**src/rtl/safe_irq_pkg.sv**
```systemverilog
// safe_irq_pkg: shared types and constants for the safe-mode interrupt front end.
// Source state enum, source indices, register offsets and STATUS bit positions.
package safe_irq_pkg;
    typedef enum logic [1:0] {IDLE, PEND, ACTIVE, WAIT_LOW} src_state_e;
    localparam int SRC_SYNC        = 0;
    localparam int SRC_SW_RESYNC   = 1;
    localparam int SRC_COPY_RESYNC = 2;
    localparam int SRC_DM_SH_SYNC  = 3;
    localparam logic [3:0] OFF_CLAIM    = 4'h0;
    localparam logic [3:0] OFF_COMPLETE = 4'h4;
    localparam logic [3:0] OFF_STATUS   = 4'h8;
    localparam int STATUS_PEND_LSB    = 0;
    localparam int STATUS_ACTIVE_LSB  = 4;
    localparam int STATUS_TIMEOUT_BIT = 8;
endpackage

```
**src/rtl/safe_irq_src.sv**
```systemverilog
// safe_irq_src: claim/complete FSM for one (hart, source) interrupt request.
module safe_irq_src
    import safe_irq_pkg::*;
(
    input  logic clk_i,
    input  logic rst_ni,
    input  logic src,
    input  logic claim,
    input  logic complete,
    output logic irq,
    output logic active,
    output logic pending
);
    src_state_e r_state, w_state_nxt;

    always_ff @(posedge clk_i or negedge rst_ni) begin
        if (!rst_ni) r_state <= IDLE;
        else         r_state <= w_state_nxt;
    end

    // A claim beats a same-cycle withdrawal; WAIT_LOW blocks re-triggering on a held level.
    always_comb begin
        w_state_nxt = r_state;
        case (r_state)
            IDLE:     w_state_nxt = src ? PEND : IDLE;
            PEND:     w_state_nxt = claim ? ACTIVE : (src ? PEND : IDLE);
            ACTIVE:   w_state_nxt = complete ? (src ? WAIT_LOW : IDLE) : ACTIVE;
            WAIT_LOW: w_state_nxt = src ? WAIT_LOW : IDLE;
            default:  w_state_nxt = IDLE;
        endcase
    end

    assign pending = r_state == PEND;
    assign active  = r_state == ACTIVE;
    assign irq     = pending;
endmodule

```
**src/rtl/safe_irq_ctrl.sv**
```systemverilog
// safe_irq_ctrl: per-hart interrupt front end with claim/complete register port.
// Optional pending-timeout flag built when SAFE_IRQ_TIMEOUT_EN is defined.
module safe_irq_ctrl
    import safe_irq_pkg::*;
#(
    parameter int NHARTS         = 3,
    parameter int NSRC           = 4,
    parameter int TIMEOUT_CYCLES = 1024
) (
    input  logic                         clk_i,
    input  logic                         rst_ni,
    input  logic [NHARTS-1:0][NSRC-1:0]  src_i,
    output logic [NHARTS-1:0][NSRC-1:0]  irq_o,
    output logic [NHARTS-1:0]            intc_ack_o,
    input  logic [NHARTS-1:0]            reg_req_i,
    input  logic [NHARTS-1:0]            reg_we_i,
    input  logic [NHARTS-1:0][3:0]       reg_addr_i,
    input  logic [NHARTS-1:0][31:0]      reg_wdata_i,
    output logic [NHARTS-1:0][31:0]      reg_rdata_o,
`ifdef SAFE_IRQ_TIMEOUT_EN
    output logic [NHARTS-1:0]            timeout_o,
`endif
    output logic [NHARTS-1:0]            reg_rvalid_o
);
    logic w_unused;
    assign w_unused = ^{reg_wdata_i, TIMEOUT_CYCLES};

    for (genvar h = 0; h < NHARTS; h++) begin : g_hart
        logic [NSRC-1:0] w_claim, w_complete, w_pend, w_act;
        logic            w_wr, w_to, r_rvalid;
        logic [31:0]     w_status, w_rd, r_rdata;

        assign w_wr       = reg_req_i[h] & reg_we_i[h];
        assign w_claim    = (w_wr && reg_addr_i[h] == OFF_CLAIM)    ? reg_wdata_i[h][NSRC-1:0] : '0;
        assign w_complete = (w_wr && reg_addr_i[h] == OFF_COMPLETE) ? reg_wdata_i[h][NSRC-1:0] : '0;

        for (genvar s = 0; s < NSRC; s++) begin : g_src
            safe_irq_src u_src (
                .clk_i    (clk_i),
                .rst_ni   (rst_ni),
                .src      (src_i[h][s]),
                .claim    (w_claim[s]),
                .complete (w_complete[s]),
                .irq      (irq_o[h][s]),
                .active   (w_act[s]),
                .pending  (w_pend[s])
            );
        end

        assign intc_ack_o[h] = |w_act;
        assign w_status = (32'(w_pend) << STATUS_PEND_LSB) | (32'(w_act) << STATUS_ACTIVE_LSB) |
                          (32'(w_to) << STATUS_TIMEOUT_BIT);
        assign w_rd = (reg_addr_i[h] == OFF_CLAIM)    ? 32'(w_pend) :
                      (reg_addr_i[h] == OFF_COMPLETE) ? 32'(w_act)  :
                      (reg_addr_i[h] == OFF_STATUS)   ? w_status    : '0;

        always_ff @(posedge clk_i or negedge rst_ni) begin
            if (!rst_ni) begin
                r_rvalid <= 1'b0;
                r_rdata  <= '0;
            end else begin
                r_rvalid <= reg_req_i[h];
                r_rdata  <= reg_req_i[h] ? w_rd : '0;
            end
        end

        assign reg_rvalid_o[h] = r_rvalid;
        assign reg_rdata_o[h]  = r_rdata;

`ifdef SAFE_IRQ_TIMEOUT_EN
        localparam int CW = $clog2(TIMEOUT_CYCLES + 1);
        logic [CW-1:0] r_cnt, w_cnt_nxt;
        logic          r_to, w_clr, w_expire;

        assign w_cnt_nxt = !(|w_pend) ? '0 : (r_cnt == CW'(TIMEOUT_CYCLES)) ? r_cnt : r_cnt + 1'b1;
        // Fire only on the cycle the threshold is reached so a clear sticks while saturated.
        assign w_expire  = (w_cnt_nxt == CW'(TIMEOUT_CYCLES)) && (r_cnt != CW'(TIMEOUT_CYCLES));
        assign w_clr     = w_wr && reg_addr_i[h] == OFF_STATUS && reg_wdata_i[h][STATUS_TIMEOUT_BIT];

        always_ff @(posedge clk_i or negedge rst_ni) begin
            if (!rst_ni) begin
                r_cnt <= '0;
                r_to  <= 1'b0;
            end else begin
                r_cnt <= w_cnt_nxt;
                r_to  <= (r_to & ~w_clr) | w_expire;
            end
        end

        assign w_to         = r_to;
        assign timeout_o[h] = r_to;
`else
        assign w_to = 1'b0;
`endif
    end
endmodule
```
**config.mk**
```make
export PLATFORM = sky130hd
export DESIGN_NAME = safe_irq_ctrl
export DESIGN_NICKNAME = d
export VERILOG_FILES = /design/src/rtl/safe_irq_pkg.sv /design/src/rtl/safe_irq_src.sv /design/src/rtl/safe_irq_ctrl.sv
export SDC_FILE = /design/constraint.sdc
export NUM_CORES = 1
export LEC_CHECK = 0
export CAP_MARGIN = 20
export CELL_PAD_IN_SITES_DETAIL_PLACEMENT = 1
export CELL_PAD_IN_SITES_GLOBAL_PLACEMENT = 2
export CORE_AREA = 2 2 130 132
export CTS_CLUSTER_DIAMETER = 200
export DETAILED_ROUTE_END_ITERATION = 8
export DIE_AREA = 0 0 132 134
export PLACE_DENSITY_LB_ADDON = 0.08
export SYNTH_ARGS = -nofsm -noshare
export SYNTH_HDL_FRONTEND = slang
export SYNTH_SLANG_ARGS = --single-unit
```
**constraint.sdc**
```tcl
create_clock -name clk_i -period 1.7 [get_ports clk_i]
set_input_delay 0.255 -clock clk_i [delete_from_list [all_inputs] [get_ports clk_i]]
set_output_delay 0.255 -clock clk_i [all_outputs]
set_load 0.02 [all_outputs]
```
==> metrics.md, run 1 <==
| Metric | Value |
|---|---|
| Post-Place Setup Slack | -0.0921 ns |
| Vias per cell | 3.52 |
| Unrepaired setup endpoints after global routing | no |
| Placed cells | 605 |
| CP Class | reg -> out |
| Cell area power density | 1030 nW/um^2 |
| Simple-gate portion of the synthesized area | 24.2% |
| Area leader, netlist | dfrtp_1 |
| Hold Crit Class | in -> async |
| Smallest setup slack after layout | 0.134 ns |
| Largest family of logic cells by synthesized area | simple AND/OR/NAND/NOR gates |
| Area Overhead vs Synth | 39.1% |
| Clock skew | 0.00222 ns |
| Leakage | 1.91 nW |
| Async S/R FF share, synth | 100% |
| CTS tree | yes |
| Synth top area cells | dfrtp_1 (44%), buf_4 (23%), nor2b_1 (3.3%), nand4_1 (3.0%), o2bb2ai_1 (3.0%) |
| Minimum clock period | 1.57 ns |
| F_max | 639 MHz |
| Setup total negative slack | 0 ns |
| Worst-path clk slew | 0.06 ns |
| Synth Area per Inst | 10.2 um^2 |
| DP Wirelength | 6.57 mm |
| Routability cong. | 0.682 |
| Netlist area before placement | 2870 um^2 |
| Die Ht | 134 um |
| First-pass GRT wire length | 12.6 mm |
| Pre-antenna DRT Iters | 4 |
| Endpoint class of the critical path | output pin |
| Yosys reg bits | 51 |
| Synth Area in XOR/XNOR | 0% |
| Final Hold Fails | 0 |
| Clk buf depth | 2 |
| Avg WL per Cell | 13.1 um |
| NumNets Final | 521 |
| Maxcap violations | 0 |
| Post-Syn Instances | 283 |
| WP data required | 1.44 ns |
| Total number of vias | 2156 |
| VDD IR max | 0.357 mV |
| N_diodes | 0 |
| Initial antenna violation count | 0 |
| Top-count cell post-synth | buf_4 |
| Vias in the first global route | 2228 |
| Largest net degree at the start of global routing | 52 |
| Remaining DRCs | 0 |
| Post-CTS Setup Bufs | 0 |
| Startpoint types | flip-flop |
| Post-synthesis mux area share | 0% |
| Clock root cell | clkbuf_16 |
| Top cells by count, synth | buf_4 (87), dfrtp_1 (51), nor2b_1 (15) |
| Final Setup Violations | 0 |
| Post-synth EDFFs | 0 |
| Fin crit share | 92.1% |
| Yosys cell types | 27 |
| Seq/Total Area, Yosys | 44.4% |
| Core area | 16300 um^2 |
| IO Pins | 242 |
| Final Max Tran Viols | 0 |
| Crit-path max FO | 3 |
| Ys Warns | 0 |
| Status | completed |
| Final ANT Viol Nets | 0 |
| Final cell count without fillers | 612 |
| Layout cells sized above 1 | 12.2% |
| GRT Total Usage | 9.14% |
| CP arrival | 1.31 ns |
| Clock latency at the later pin of the worst-skew pair | 0.29 ns |
| Starting density of the core | 17.6% |
| Ys flop type | dfrtp_1 |
| Overflow after GRT | 0 |
| Core Rows | 47 |
| Die Span X | 132 um |
| Worst hold margin | 0.493 ns |
| Die area | 17700 um^2 |
| Routed WL | 8.02 mm |
| CTS buffer count | 5 |
| Total power | 0.00412 W |
| CTS sink count | 51 |
| Detailed Route Iter0 Violations | 58 |
| Top cell type's share of synthesized area | 44.4% |
| Post-synthesis adder-cell area fraction | 0% |
| Htree depth | 2 |
| Synth Area in Compound Gates | 7.88% |
| PortBufs | 85 |
-- flip-flops by register name, indices dropped and copies added (netlist names) --
register,count
g_hart.r_rvalid,3
g_hart.r_rdata,24
g_hart.g_src.u_src.r_state,24
-- kinds of logic (layout without fill, tap and decap cells) --
| family | after synthesis | in the layout |
|---|---|---|
| flops | 51 | 51 |
| buf+inv | 91 | 129 |
| other cells | 1 | 72 |
| compound gates | 25 | 25 |
| simple gates | 115 | 115 |
-- path summary, 6_finish.rpt --
check                                                     from                                   to  slack [ns]  depth (start not counted)
min in group clk_i         g_hart[2].g_src[0].u_src.r_state[1]  g_hart[2].g_src[0].u_src.r_state[1]        0.50                          2
hold / removal                                          rst_ni                   g_hart[0].r_rvalid        0.49                          3
max in group asynchronous                               rst_ni  g_hart[2].g_src[1].u_src.r_state[1]        0.96                          3
setup reg to reg           g_hart[1].g_src[2].u_src.r_state[0]  g_hart[1].g_src[2].u_src.r_state[0]        0.50                          4
setup / recovery           g_hart[0].g_src[0].u_src.r_state[1]                             irq_o[0]        0.13                          2
hold reg to reg            g_hart[2].g_src[0].u_src.r_state[1]  g_hart[2].g_src[0].u_src.r_state[1]        0.50                          2
-- layer usage --
metal  track usage (%)  up-vias  share of wire [%]
met3              2.95        5                7.0
li1                  -     1038                  -
met2              14.3       95                 45
met1              12.1     1018                 46
met4              2.54        0                1.2
met5                 0        -                  0
-- critical path, stage by stage (launching register included) --
cell and delay, ns:
dfrtp_1 0.40, nor2b_1 0.25, dlygate4sd2_1 0.37
-- through the flow --
stage | util, % | instance area [um^2]
2_1_floorplan | - | 3140
3_3_place_gp | 23.8 | 3880
3_5_place_dp | 23.8 | 3880
4_1_cts | 24.5 | 4000
5_1_grt | 24.5 | 4000
6_report | 24.5 | 4000
-- power breakdown --
group / switching (W) / internal (W)
registers: 0.000124 / 0.00144
logic: 0.000825 / 0.000768
clock network: 0.000427 / 0.000531
-- what timing repair did --
item,in CTS,in global routing
hold endpoints to repair,51,0
setup endpoints to repair,15,0
hold buffers,1,0
resized for setup,15,0
-- final cells by class --
type	instances	area, um^2
flip-flops and latches	51	1280
well taps	220	275
clock buffers	6	129
repair buffers	122	1120
inverters	1	3.75
fillers	1912	12300
multi-input cells	212	1190
-- placed cells by master, fill, tap and decap left out, types with 2 or more instances in the layout --
cell type,netlist,routed
a2bb2oi_1,2,2
a31o_1,3,3
a41o_1,8,8
and2_1,10,10
and3_1,11,11
and3b_1,2,2
buf_4,87,35
clkbuf_16,0,5
clkdlybuf4s50_1,0,69
conb_1,1,72
dfrtp_1,51,51
dlygate4sd2_1,0,15
nand2_1,13,13
nand2b_1,13,13
nand3_1,12,12
nand4_1,14,14
nor2_1,13,13
nor2b_1,15,15
nor3_2,2,2
nor3b_1,2,2
nor4b_2,2,2
o2bb2ai_1,10,10
or4_1,2,2
or4b_4,2,2
Power figures use the tool's default switching activity.
==> inputs of run 2 (changes only) <==
Settings changed: CORE_AREA 2 2 130 132 to 2 2 134 136, DIE_AREA 0 0 132 134 to 0 0 136 138.
Clock period 1.7 ns to 1.8 ns, I/O delays scaled along.
==> run 2 against run 1 <==
Hold slack got worse by 0.016 ns. Design area decreased by 0.31%. Non-clock buffer count decreased by 12. Die area increased by 6.1%. Sequential share of layout area increased by 0.10 points. Register-to-register slack improved by 0.06 ns. Flip-flop and latch count unchanged. Combinational power decreased by 11%. Critical endpoint is now intc_ack_o[0]. Largest power group is now sequential cells. Highest routed layer unchanged.
==> metrics.md, run 2 (synthesis gave the netlist of run 1 again) <==
| Metric | Value |
|---|---|
| R2R Path End | g_hart[0].g_src[0].u_src.r_state[0] (was g_hart[1].g_src[2].u_src.r_state[0]) |
| VDD IR max | 0.380 mV (was 0.357 mV) |
| Core area | 17500 um^2 (was 16300 um^2) |
| Avg WL per Cell | 13.2 um (was 13.1 um) |
| WP data required | 1.53 ns (was 1.44 ns) |
| Bufs and invs on worst path | 1 (unchanged) |
| NumNets Final | 509 (was 521) |
| Slowest cell on the critical path | dfrtp_1 (unchanged) |
| Cell area power density | 1040 nW/um^2 (was 1030 nW/um^2) |
| Endpoint class of the critical path | output pin (unchanged) |
| DP Wirelength | 6.55 mm (was 6.57 mm) |
| Layout cells sized above 1 | 10.2% (was 12.2%) |
| CP Class | reg -> out (unchanged) |
| Remaining DRCs | 0 (unchanged) |
| Pre-antenna DRT Iters | 4 (unchanged) |
| Fin crit share | 90.5% |
| Unrepaired setup endpoints after global routing | no (unchanged) |
| Final Hold Fails | 0 (unchanged) |
| Clk buf depth | 2 (unchanged) |
| Minimum clock period | 1.63 ns |
| Area Overhead vs Synth | 38.6% (was 39.1%) |
| Die area | 18800 um^2 (was 17700 um^2) |
| Final ANT Viol Nets | 0 (unchanged) |
| Core Rows | 49 (was 47) |
| CTS buffer count | 5 (unchanged) |
| Final Max Tran Viols | 0 (unchanged) |
| Detailed Route Iter0 Violations | 86 (was 58) |
| Hold Crit Class | in -> reg (was in -> async) |
| Worst-path clk slew | 0.07 ns (was 0.06 ns) |
| Total power | 0.00413 W (was 0.00412 W) |
| Setup total negative slack | 0 ns (unchanged) |
| RR Startpoint | g_hart[0].g_src[0].u_src.r_state[1] (was g_hart[1].g_src[2].u_src.r_state[0]) |
| Worst reg2reg path depth | 4 (unchanged) |
| Critical path endpoint | intc_ack_o[0] (was irq_o[0]) |
| Largest net degree at the start of global routing | 52 (unchanged) |
| Htree depth | 2 (unchanged) |
| Crit-path max FO | 4 (was 3) |
| PortBufs | 85 (unchanged) |
| Starting density of the core | 16.4% (was 17.6%) |
| Critical-path cell list | nand2b_1, nand4_1, dlygate4sd2_1 (was nor2b_1, dlygate4sd2_1) |
| CTS tree | yes (unchanged) |
| Vias per cell | 3.44 (was 3.52) |
| Largest stage delay, worst path | 0.40 ns (about the same) |
| Fillers | 2051 (was 1912) |
| Largest regs | g_hart.g_src.u_src.r_state (24), g_hart.r_rdata (24), g_hart.r_rvalid (3) (unchanged) |
| CP arrival | 1.36 ns (was 1.31 ns) |
| Reg-to-reg slack, setup | 0.56 ns (was 0.50 ns) |
| Post-CTS Setup Bufs | 0 (unchanged) |
| Status | completed (unchanged) |
| Die Span X | 136 um (was 132 um) |
| Clock latency at the later pin of the worst-skew pair | 0.29 ns (about the same) |
| Hold Crit Start | reg_req_i[0] |
| Total number of vias | 2099 (was 2156) |
| Vias in the first global route | 2202 (was 2228) |
| Initial antenna violation count | 0 (unchanged) |
| Final Setup Violations | 0 (unchanged) |
| Largest delay contributor family on the critical path | flip-flops (unchanged) |
| Most frequent cells in the layout | conb_1 (72), clkdlybuf4s50_1 (69), dfrtp_1 (51) (unchanged) |
| Clock skew | 0.00623 ns (was 0.00222 ns) |
| Routed WL | 8.07 mm (was 8.02 mm) |
| First-pass GRT wire length | 12.3 mm (was 12.6 mm) |
| GRT Total Usage | 8.52% (was 9.14%) |
| Leakage | 1.89 nW (was 1.91 nW) |
| CTS sink count | 51 (unchanged) |
| F_max | 614 MHz |
| IO Pins | 242 (unchanged) |
| Die Ht | 138 um (was 134 um) |
| Clock root cell | clkbuf_16 (unchanged) |
| Maxcap violations | 0 (unchanged) |
| WP depth | 3 (was 2) |
| Routability cong. | 0.667 (was 0.682) |
| Overflow after GRT | 0 (unchanged) |
| Startpoint types | flip-flop (unchanged) |
| Worst setup path startpoint | g_hart[0].g_src[0].u_src.r_state[1] (unchanged) |
| N_diodes | 0 (unchanged) |
| Leading cell type in the layout, fill and taps excluded | conb_1 (unchanged) |
run 2: cell count changes in the layout (fill, tap and decap cells not counted), sizes merged:
cell / before / now
buf: 37 / 25
bufinv: 0 / 2
dlygate4sd2: 15 / 14
dlymetal6s2s: 0 / 1
run 2: timing repair:
item | in CTS | in global routing
endpoints found under the setup margin | 14 | 1
hold buffers | 1 | 0
hold endpoints to repair | 51 | 0
gates resized for setup | 15 | 1
run 2: where the power goes:
| part | total, W | leakage (nW) | internal [W] | switching [W] |
|---|---|---|---|---|
| Combinational | 0.00142 | 1.15 | 0.000657 | 0.000765 |
| Clock | 0.00123 | 0.0911 | 0.000798 | 0.000431 |
| Sequential | 0.00148 | 0.647 | 0.00136 | 0.000118 |
| Total | 0.00413 | 1.89 | 0.00282 | 0.00131 |
run 2: area by class of cell:
cell class | instances | area (um^2) | area share, %
Clock inverter | 2 | 60.1 | 1.51
Timing Repair Buffer | 110 | 1030 | 25.9
Sequential cell | 51 | 1280 | 32.0
Multi-Input combinational cell | 212 | 1190 | 30.0
Clock buffer | 6 | 129 | 3.23
Tap cell | 229 | 287 | 7.19
Inverter | 1 | 3.75 | 0.0942
run 2: per-stage QoR:
step                utilization, %  hold slack (ns)  std cells  setup WS [ns]  cell area (um^2)
floorplan                        -          -0.0256        354          0.626              3140
global placement              21.7            0.291        602        -0.0748              3800
detailed placement            21.7            0.292        602        -0.0848              3800
CTS                           22.7            0.469        611        0.00269              3980
global route                  22.7            0.502        611         0.0997              3980
finish                        22.7            0.477        611          0.171              3980
run 2: worst min-delay path by stage:
stage                                                endpoint  slack, ns  depth (start not counted)
after detailed placement                   g_hart[0].r_rvalid       0.29                          2
after global routing                       g_hart[0].r_rvalid       0.50                          1
final                                      g_hart[0].r_rvalid       0.48                          1
after global placement                     g_hart[0].r_rvalid       0.29                          2
after floorplan           g_hart[0].g_src[0].u_src.r_state[0]      -0.03                          0
after CTS                                  g_hart[0].r_rvalid       0.47                          1
run 2: layer usage:
metal / track usage [%] / share of wire (%) / vias to the layer above
met1: 11.0 / 45 / 983
li1: - / - / 1016
met2: 13.9 / 47 / 95
met3: 1.98 / 6.7 / 5
met4: 2.96 / 1.5 / 0
met5: 0 / 0 / -
run 2: worst register-to-register path: cells and delay by family, from the launching register on:
family,cells,cell delay [ns]
DFF,1,0.40
buffers and inverters,1,0.17
and+or+nand+nor,3,0.57
